==> src/rtl/fsm_pkg.sv <==
// Shared definitions for the 2-bit symbol FSM and its downstream consumers.
// Holds the result code encodings and the upstream frame length.
package fsm_pkg;

    localparam int unsigned SYM_W     = 2;
    localparam int unsigned MAX_FRAME = 20;

    localparam logic [SYM_W-1:0] RES_ZERO = 2'b00;
    localparam logic [SYM_W-1:0] RES_ONE  = 2'b01;
    localparam logic [SYM_W-1:0] RES_TWO  = 2'b10;
    localparam logic [SYM_W-1:0] SYM_TERM = 2'b11;

endpackage

==> src/rtl/fsm_result_collector_if.sv <==
// Result/reader handshake bundle for fsm_result_collector.
//   res_valid/res_data : result strobe and value from the symbol FSM
//   rd_ready           : reader accepts the head entry
//   rd_valid/rd_data/rd_seq : head entry presented to the reader
// master = FSM + reader side, slave = collector.
interface fsm_result_collector_if #(
    parameter int unsigned SEQ_W = 4
);
    import fsm_pkg::*;

    logic             res_valid;
    logic [SYM_W-1:0] res_data;
    logic             rd_ready;
    logic             rd_valid;
    logic [SYM_W-1:0] rd_data;
    logic [SEQ_W-1:0] rd_seq;

    modport master (
        output res_valid, res_data, rd_ready,
        input  rd_valid, rd_data, rd_seq
    );

    modport slave (
        input  res_valid, res_data, rd_ready,
        output rd_valid, rd_data, rd_seq
    );

endinterface

==> src/rtl/fsm_result_collector_fifo.sv <==
// result_fifo: small synchronous FIFO with combinational head read.
//   clk, rst : clock and synchronous active-high reset (discards contents)
//   push/din : write request and data; accepted when not full or when
//              a pop happens on the same edge
//   pop      : remove head; ignored while empty
//   dout     : head entry (meaningful only while !empty)
//   empty/full : derived from the registered occupancy
module result_fifo #(
    parameter int unsigned WIDTH = 6,
    parameter int unsigned DEPTH = 4
) (
    input  logic             clk,
    input  logic             rst,
    input  logic             push,
    input  logic             pop,
    input  logic [WIDTH-1:0] din,
    output logic [WIDTH-1:0] dout,
    output logic             empty,
    output logic             full
);
    localparam int unsigned AW = $clog2(DEPTH);

    logic [WIDTH-1:0] r_mem [DEPTH];
    logic [AW-1:0]    r_wptr;
    logic [AW-1:0]    r_rptr;
    logic [AW:0]      r_count;

    logic w_do_push;
    logic w_do_pop;

    assign empty     = (r_count == '0);
    assign full      = (r_count == (AW+1)'(DEPTH));
    assign w_do_pop  = pop && !empty;
    assign w_do_push = push && (!full || w_do_pop);
    assign dout      = r_mem[r_rptr];

    always_ff @(posedge clk) begin
        if (rst) begin
            r_wptr  <= '0;
            r_rptr  <= '0;
            r_count <= '0;
        end else begin
            // Pointers are exactly AW bits, so they wrap on their own.
            if (w_do_push) r_wptr <= r_wptr + 1'b1;
            if (w_do_pop)  r_rptr <= r_rptr + 1'b1;
            unique case ({w_do_push, w_do_pop})
                2'b10:   r_count <= r_count + 1'b1;
                2'b01:   r_count <= r_count - 1'b1;
                default: r_count <= r_count;
            endcase
        end
    end

    // Storage needs no reset: stale data is never visible past the pointers.
    always_ff @(posedge clk) begin
        if (w_do_push) r_mem[r_wptr] <= din;
    end

endmodule

==> src/rtl/fsm_result_collector.sv <==
// fsm_result_collector: captures result pulses from the symbol FSM, tags each
// with a sequence number, buffers them for a reader and keeps a histogram.
//   clk, rst  : clock (posedge) and synchronous active-high reset
//   bus       : slave side of fsm_result_collector_if (result in, reader out)
//   clr_stats : clears histogram and sticky flags
//   fifo_full : FIFO holds DEPTH entries
//   overflow  : sticky, a legal result was dropped because the FIFO was full
//   illegal   : sticky, result code SYM_TERM was received
//   cnt0..2   : saturating per-value result counts
module fsm_result_collector
    import fsm_pkg::*;
#(
    parameter int unsigned DEPTH = 4,
    parameter int unsigned CNT_W = 8,
    parameter int unsigned SEQ_W = 4
) (
    input  logic                   clk,
    input  logic                   rst,
    fsm_result_collector_if.slave  bus,
    input  logic                   clr_stats,
    output logic                   fifo_full,
    output logic                   overflow,
    output logic                   illegal,
    output logic [CNT_W-1:0]       cnt0,
    output logic [CNT_W-1:0]       cnt1,
    output logic [CNT_W-1:0]       cnt2
);
    localparam int unsigned   ENT_W   = SEQ_W + SYM_W;
    localparam logic [CNT_W-1:0] CNT_MAX = '1;

    logic             r_res_valid_q;
    logic [SEQ_W-1:0] r_seq;
    logic [CNT_W-1:0] r_cnt0, r_cnt1, r_cnt2;
    logic             r_overflow;
    logic             r_illegal;

    logic             w_capture;
    logic             w_legal_cap;
    logic             w_illegal_cap;
    logic             w_pop;
    logic             w_push;
    logic             w_drop;
    logic             w_empty;
    logic             w_full;
    logic [ENT_W-1:0] w_din;
    logic [ENT_W-1:0] w_dout;

    // Rising edge of the strobe: a long high counts once.
    assign w_capture     = bus.res_valid && !r_res_valid_q;
    assign w_illegal_cap = w_capture && (bus.res_data == SYM_TERM);
    assign w_legal_cap   = w_capture && (bus.res_data != SYM_TERM);
    assign w_pop         = !w_empty && bus.rd_ready;
    // A full FIFO still takes the entry if the head leaves on the same edge.
    assign w_push        = w_legal_cap && (!w_full || w_pop);
    assign w_drop        = w_legal_cap && w_full && !w_pop;
    assign w_din         = {r_seq, bus.res_data};

    result_fifo #(
        .WIDTH (ENT_W),
        .DEPTH (DEPTH)
    ) u_fifo (
        .clk   (clk),
        .rst   (rst),
        .push  (w_push),
        .pop   (w_pop),
        .din   (w_din),
        .dout  (w_dout),
        .empty (w_empty),
        .full  (w_full)
    );

    always_ff @(posedge clk) begin
        if (rst) begin
            r_res_valid_q <= 1'b0;
            r_seq         <= '0;
        end else begin
            r_res_valid_q <= bus.res_valid;
            if (w_push) r_seq <= r_seq + 1'b1;
        end
    end

    // Clear takes priority over any same-edge increment or flag set.
    always_ff @(posedge clk) begin
        if (rst || clr_stats) begin
            r_cnt0     <= '0;
            r_cnt1     <= '0;
            r_cnt2     <= '0;
            r_overflow <= 1'b0;
            r_illegal  <= 1'b0;
        end else begin
            if (w_legal_cap) begin
                unique case (bus.res_data)
                    RES_ZERO: if (r_cnt0 != CNT_MAX) r_cnt0 <= r_cnt0 + 1'b1;
                    RES_ONE:  if (r_cnt1 != CNT_MAX) r_cnt1 <= r_cnt1 + 1'b1;
                    RES_TWO:  if (r_cnt2 != CNT_MAX) r_cnt2 <= r_cnt2 + 1'b1;
                    default:  ;
                endcase
            end
            if (w_drop)        r_overflow <= 1'b1;
            if (w_illegal_cap) r_illegal  <= 1'b1;
        end
    end

    assign bus.rd_valid = !w_empty;
    assign bus.rd_data  = w_empty ? '0 : w_dout[SYM_W-1:0];
    assign bus.rd_seq   = w_empty ? '0 : w_dout[SYM_W +: SEQ_W];
    assign fifo_full    = w_full;
    assign overflow     = r_overflow;
    assign illegal      = r_illegal;
    assign cnt0         = r_cnt0;
    assign cnt1         = r_cnt1;
    assign cnt2         = r_cnt2;

endmodule
==> src/flat_wrapper.sv <==
// flat-port wrapper written by rule: the top's interface ports become plain ports
module fsm_result_collector_flat import fsm_pkg::*;
#(
    parameter int unsigned DEPTH = 4,
    parameter int unsigned CNT_W = 8,
    parameter int unsigned SEQ_W = 4
)
  (clk, rst, clr_stats, fifo_full, overflow, illegal, cnt0, cnt1, cnt2, bus_res_valid, bus_res_data, bus_rd_ready, bus_rd_valid, bus_rd_data, bus_rd_seq);
  fsm_result_collector_if #(.SEQ_W(SEQ_W)) bus_i ();
  input  logic clk;
  input  logic rst;
  input  logic clr_stats;
  output logic fifo_full;
  output logic overflow;
  output logic illegal;
  output logic [CNT_W-1:0] cnt0;
  output logic [CNT_W-1:0] cnt1;
  output logic [CNT_W-1:0] cnt2;
  input wire logic [$bits(bus_i.res_valid)-1:0] bus_res_valid;
  input wire logic [$bits(bus_i.res_data)-1:0] bus_res_data;
  input wire logic [$bits(bus_i.rd_ready)-1:0] bus_rd_ready;
  output wire logic [$bits(bus_i.rd_valid)-1:0] bus_rd_valid;
  output wire logic [$bits(bus_i.rd_data)-1:0] bus_rd_data;
  output wire logic [$bits(bus_i.rd_seq)-1:0] bus_rd_seq;
  assign bus_i.res_valid = bus_res_valid;
  assign bus_i.res_data = bus_res_data;
  assign bus_i.rd_ready = bus_rd_ready;
  assign bus_rd_valid = bus_i.rd_valid;
  assign bus_rd_data = bus_i.rd_data;
  assign bus_rd_seq = bus_i.rd_seq;
  fsm_result_collector #(.DEPTH(DEPTH), .CNT_W(CNT_W), .SEQ_W(SEQ_W)) u_core (.clk(clk), .rst(rst), .bus(bus_i), .clr_stats(clr_stats), .fifo_full(fifo_full), .overflow(overflow), .illegal(illegal), .cnt0(cnt0), .cnt1(cnt1), .cnt2(cnt2));
endmodule
==> config.mk <==
export PLATFORM = sky130hd
export DESIGN_NAME = fsm_result_collector_flat
export DESIGN_NICKNAME = d
export VERILOG_FILES = /design/src/rtl/fsm_pkg.sv /design/src/rtl/fsm_result_collector_if.sv /design/src/rtl/fsm_result_collector_fifo.sv /design/src/rtl/fsm_result_collector.sv /design/src/flat_wrapper.sv
export SDC_FILE = /design/constraint.sdc
export NUM_CORES = 1
export LEC_CHECK = 0
export ABC_AREA = 1
export BUFFER_PORTS_ARGS = -buffer_cell sky130_fd_sc_hd__clkbuf_2
export CAP_MARGIN = 20
export CORE_ASPECT_RATIO = 0.5
export CORE_UTILIZATION = 25
export CTS_BUF_LIST = sky130_fd_sc_hd__clkbuf_2 sky130_fd_sc_hd__clkbuf_4 sky130_fd_sc_hd__clkbuf_8
export CTS_CLUSTER_SIZE = 8
export DETAILED_ROUTE_END_ITERATION = 8
export GPL_ROUTABILITY_DRIVEN = 0
export PLACE_DENSITY = 0.44
export SLEW_MARGIN = 10
export SYNTH_ARGS = -nofsm -noshare
export SYNTH_HDL_FRONTEND = slang
export SYNTH_SLANG_ARGS = --single-unit
==> constraint.sdc <==
create_clock -name clk -period 5.6 [get_ports clk]
set_clock_uncertainty 0.1 [all_clocks]
set_input_delay 1.12 -clock clk [delete_from_list [all_inputs] [get_ports clk]]
set_output_delay 1.12 -clock clk [all_outputs]
set_load 0.02 [all_outputs]
==> results.toml <==
[clock_network]
htreeDepth = 3
cts_tree = "yes"
root_buffer = "clkbuf_8"
cts_num_sinks = 64
cts_setup_buffers = 0
cts_made_buffers = 9
cts_buffer_depth = 2
path_clk_slew_ns = 0.07
holdBufCountCts = 0
cts_resized = 0
worstSkewPairLatency_ns = 0.36

[setup_path]
start_kind = "flop"
cp.required_ns = 4.38
critPathMaxFanout = 13
path_cells = "inv_1, o21ai_0, a21oi_1, clkbuf_2"
critPathMaxStageDelay_ns = 0.61
slowest_stage = "dfxtp_1"
worstSetupPathType = "reg2out"
end_kind = "output port"
worst_ep_arrival_time_ns = 1.83

[synth]
yosys_warnings = 0
yosysSeqAreaShare = 0.491
synth_fp_nets = 402
netlist_instances = 385
avgSynthCellArea_um2 = 8.04
yosysTopAreaCell = "dfxtp_1"
ys_ff_latch = 64
synth_top_area_frac = 0.259
yosys-top-cells-area = "dfxtp_1, edfxtp_1, nor2_1, nand2_1, a21oi_1"
ys_types = 30
synth.cell_area_mm2 = 0.00310

[min_path]
hold_path.class = "reg2reg"

[timing]
finalCritPeriodShare = 0.544
maxSlewHeadroom = 0.360
drv_slew = 0
tns_ns = 0
final_hold_viol_count = 0
rsz0062_at_grt = "no"
max_freq_ghz = 0.328
setup_ws_ns = 2.55
finalCriticalPeriod_ns = 3.05
tightest_slew_ns = 0.957
setup_violations = 0

[floorplan]
die_y_um = 80.7
die_x_um = 159
coreArea_mm2 = 0.0119
rows = 28
die_area_mm2 = 0.0129
ioPinCount = 41
initial_core_util = 0.259

[grt]
grt_pass1_wl_um = 11400
grt_use_total = 0.118
grt_overflow = 0
grt_max_degree = 15
antenna_found_initial = 0
grt_pass1_vias = 2371

[cells_and_area]
antenna_cells = 0
fin_cells = 600
final_layout_size_suffix_gt1_frac = 0.191
final_cell_mix = "nor2_1, nand2_1, dfxtp_1, clkbuf_2, inv_1"
fin_nets = 447
layout_commonest_cell = "nor2_1"
synthToLayoutAreaGrowth_pct = 19.0

[status]
outcome = "finished clean"

[detailed_routing]
avgRoutedWirePerCell_um = 11.6
first_pass_iters = 4
drtIter0Drc = 70
routed_wl_um = 6960
drc = 0
vias = 2473
detail-route-antenna-nets = 0
vias_per_cell = 4.12

[pwr]
p_per_area_mw_per_mm2 = 331
irDropWorstVdd_mv = 0.144
p_leak_nw = 1.42

[placed_design]
pre_cts_slack_ns = 2.39
dp_hpwl_um = 5180
dp_cells = 584
port_buffers = 40

[flow_run]
drv_cap = 0
final timing paths:
path / from / endpoint / slack (ns) / cells past startpoint
min reg2reg: u_core.u_fifo.r_rptr[1]$_SDFFE_PP0P_ / flop / 0.38 / 2
max: flop / bus_rd_seq[3] / 2.55 / 4
min: u_core.u_fifo.r_rptr[1]$_SDFFE_PP0P_ / flop / 0.38 / 2
max reg2reg: u_core.u_fifo.r_count[2]$_SDFFE_PP0P_ / u_core.u_fifo.r_count[2]$_SDFFE_PP0P_ / 3.33 / 11
routing by layer:
| metal | wire [µm] | track usage | vias up |
|---|---|---|---|
| met1 | 3490 | 0.140 | 1098 |
| met4 | 82 | 0.0462 | 0 |
| met5 | 0 | 0 | - |
| met3 | 320 | 0.0480 | 8 |
| li1 | - | - | 1330 |
| met2 | 3070 | 0.194 | 37 |
stage by stage:
step           hold slack (ns)  power [mW]  instance area, µm²   util
4_1_cts                  0.390        1.24                3690  0.309
3_5_place_dp             0.369       0.781                3460  0.290
5_1_grt                  0.435        1.29                3690  0.309
2_1_floorplan            0.333       0.709                3100      -
3_3_place_gp             0.371       0.780                3460  0.290
6_report                 0.385        1.22                3690  0.309
kinds of logic after synthesis:
family,synth area share
compound gates,0.0986
xor+xnor,0.0170
fa+ha+maj,0.0428
buf+inv,0.0626
flops,0.491
simple gates,0.288
cells in the mapped netlist:
cell,n
a21oi_1,31
a21boi_2,1
a21boi_4,1
xnor2_1,2
dfxtp_1,40
clkbuf_1,2
nand3_4,1
ha_1,9
inv_2,4
xor2_1,4
nor3_1,2
nor2_1,82
a21oi_2,1
edfxtp_1,24
fa_1,1
o21ai_0,20
buf_8,1
buf_6,1
o21ai_1,1
nand2_2,7
nor2_4,3
nor3_4,2
nand4_1,1
nand3b_1,1
buf_2,2
nor2_2,7
nand3_1,19
a31oi_1,1
inv_1,36
nand2_1,78
critical path, delay by kind of cell (launching register included):
family          cells  cell delay [ns]
buf+inv             2             0.46
flops               1             0.61
compound gates      2             0.40
state kept, by name, summed over array words and instances (netlist names), 2 cells and up, named ones only:
signal,cells
u_core.cnt1,8
u_core.u_fifo.r_mem,24
u_core.u_fifo.r_rptr,2
u_core.cnt0,8
u_core.u_fifo.r_count,3
u_core.r_seq,4
u_core.cnt2,8
u_core.u_fifo.r_wptr,2
report_power, final:
part / total (mW) / switching, mW / internal [mW] / leakage [nW]
sequential: 0.539 / 0.0327 / 0.506 / 0.556
clock: 0.455 / 0.200 / 0.255 / 0.110
combinational: 0.228 / 0.157 / 0.0713 / 0.755
cell type report:
type                    instances  area, µm²
fillers                      1310       8260
clock inverters                 7        103
flip-flops and latches         64       1520
multi-input cells             275       1380
inverters                      40        150
repair buffers                 40        200
clock buffers                   9        124
well taps                     165        206
No activity file was read; power rests on OpenSTA's default activity.
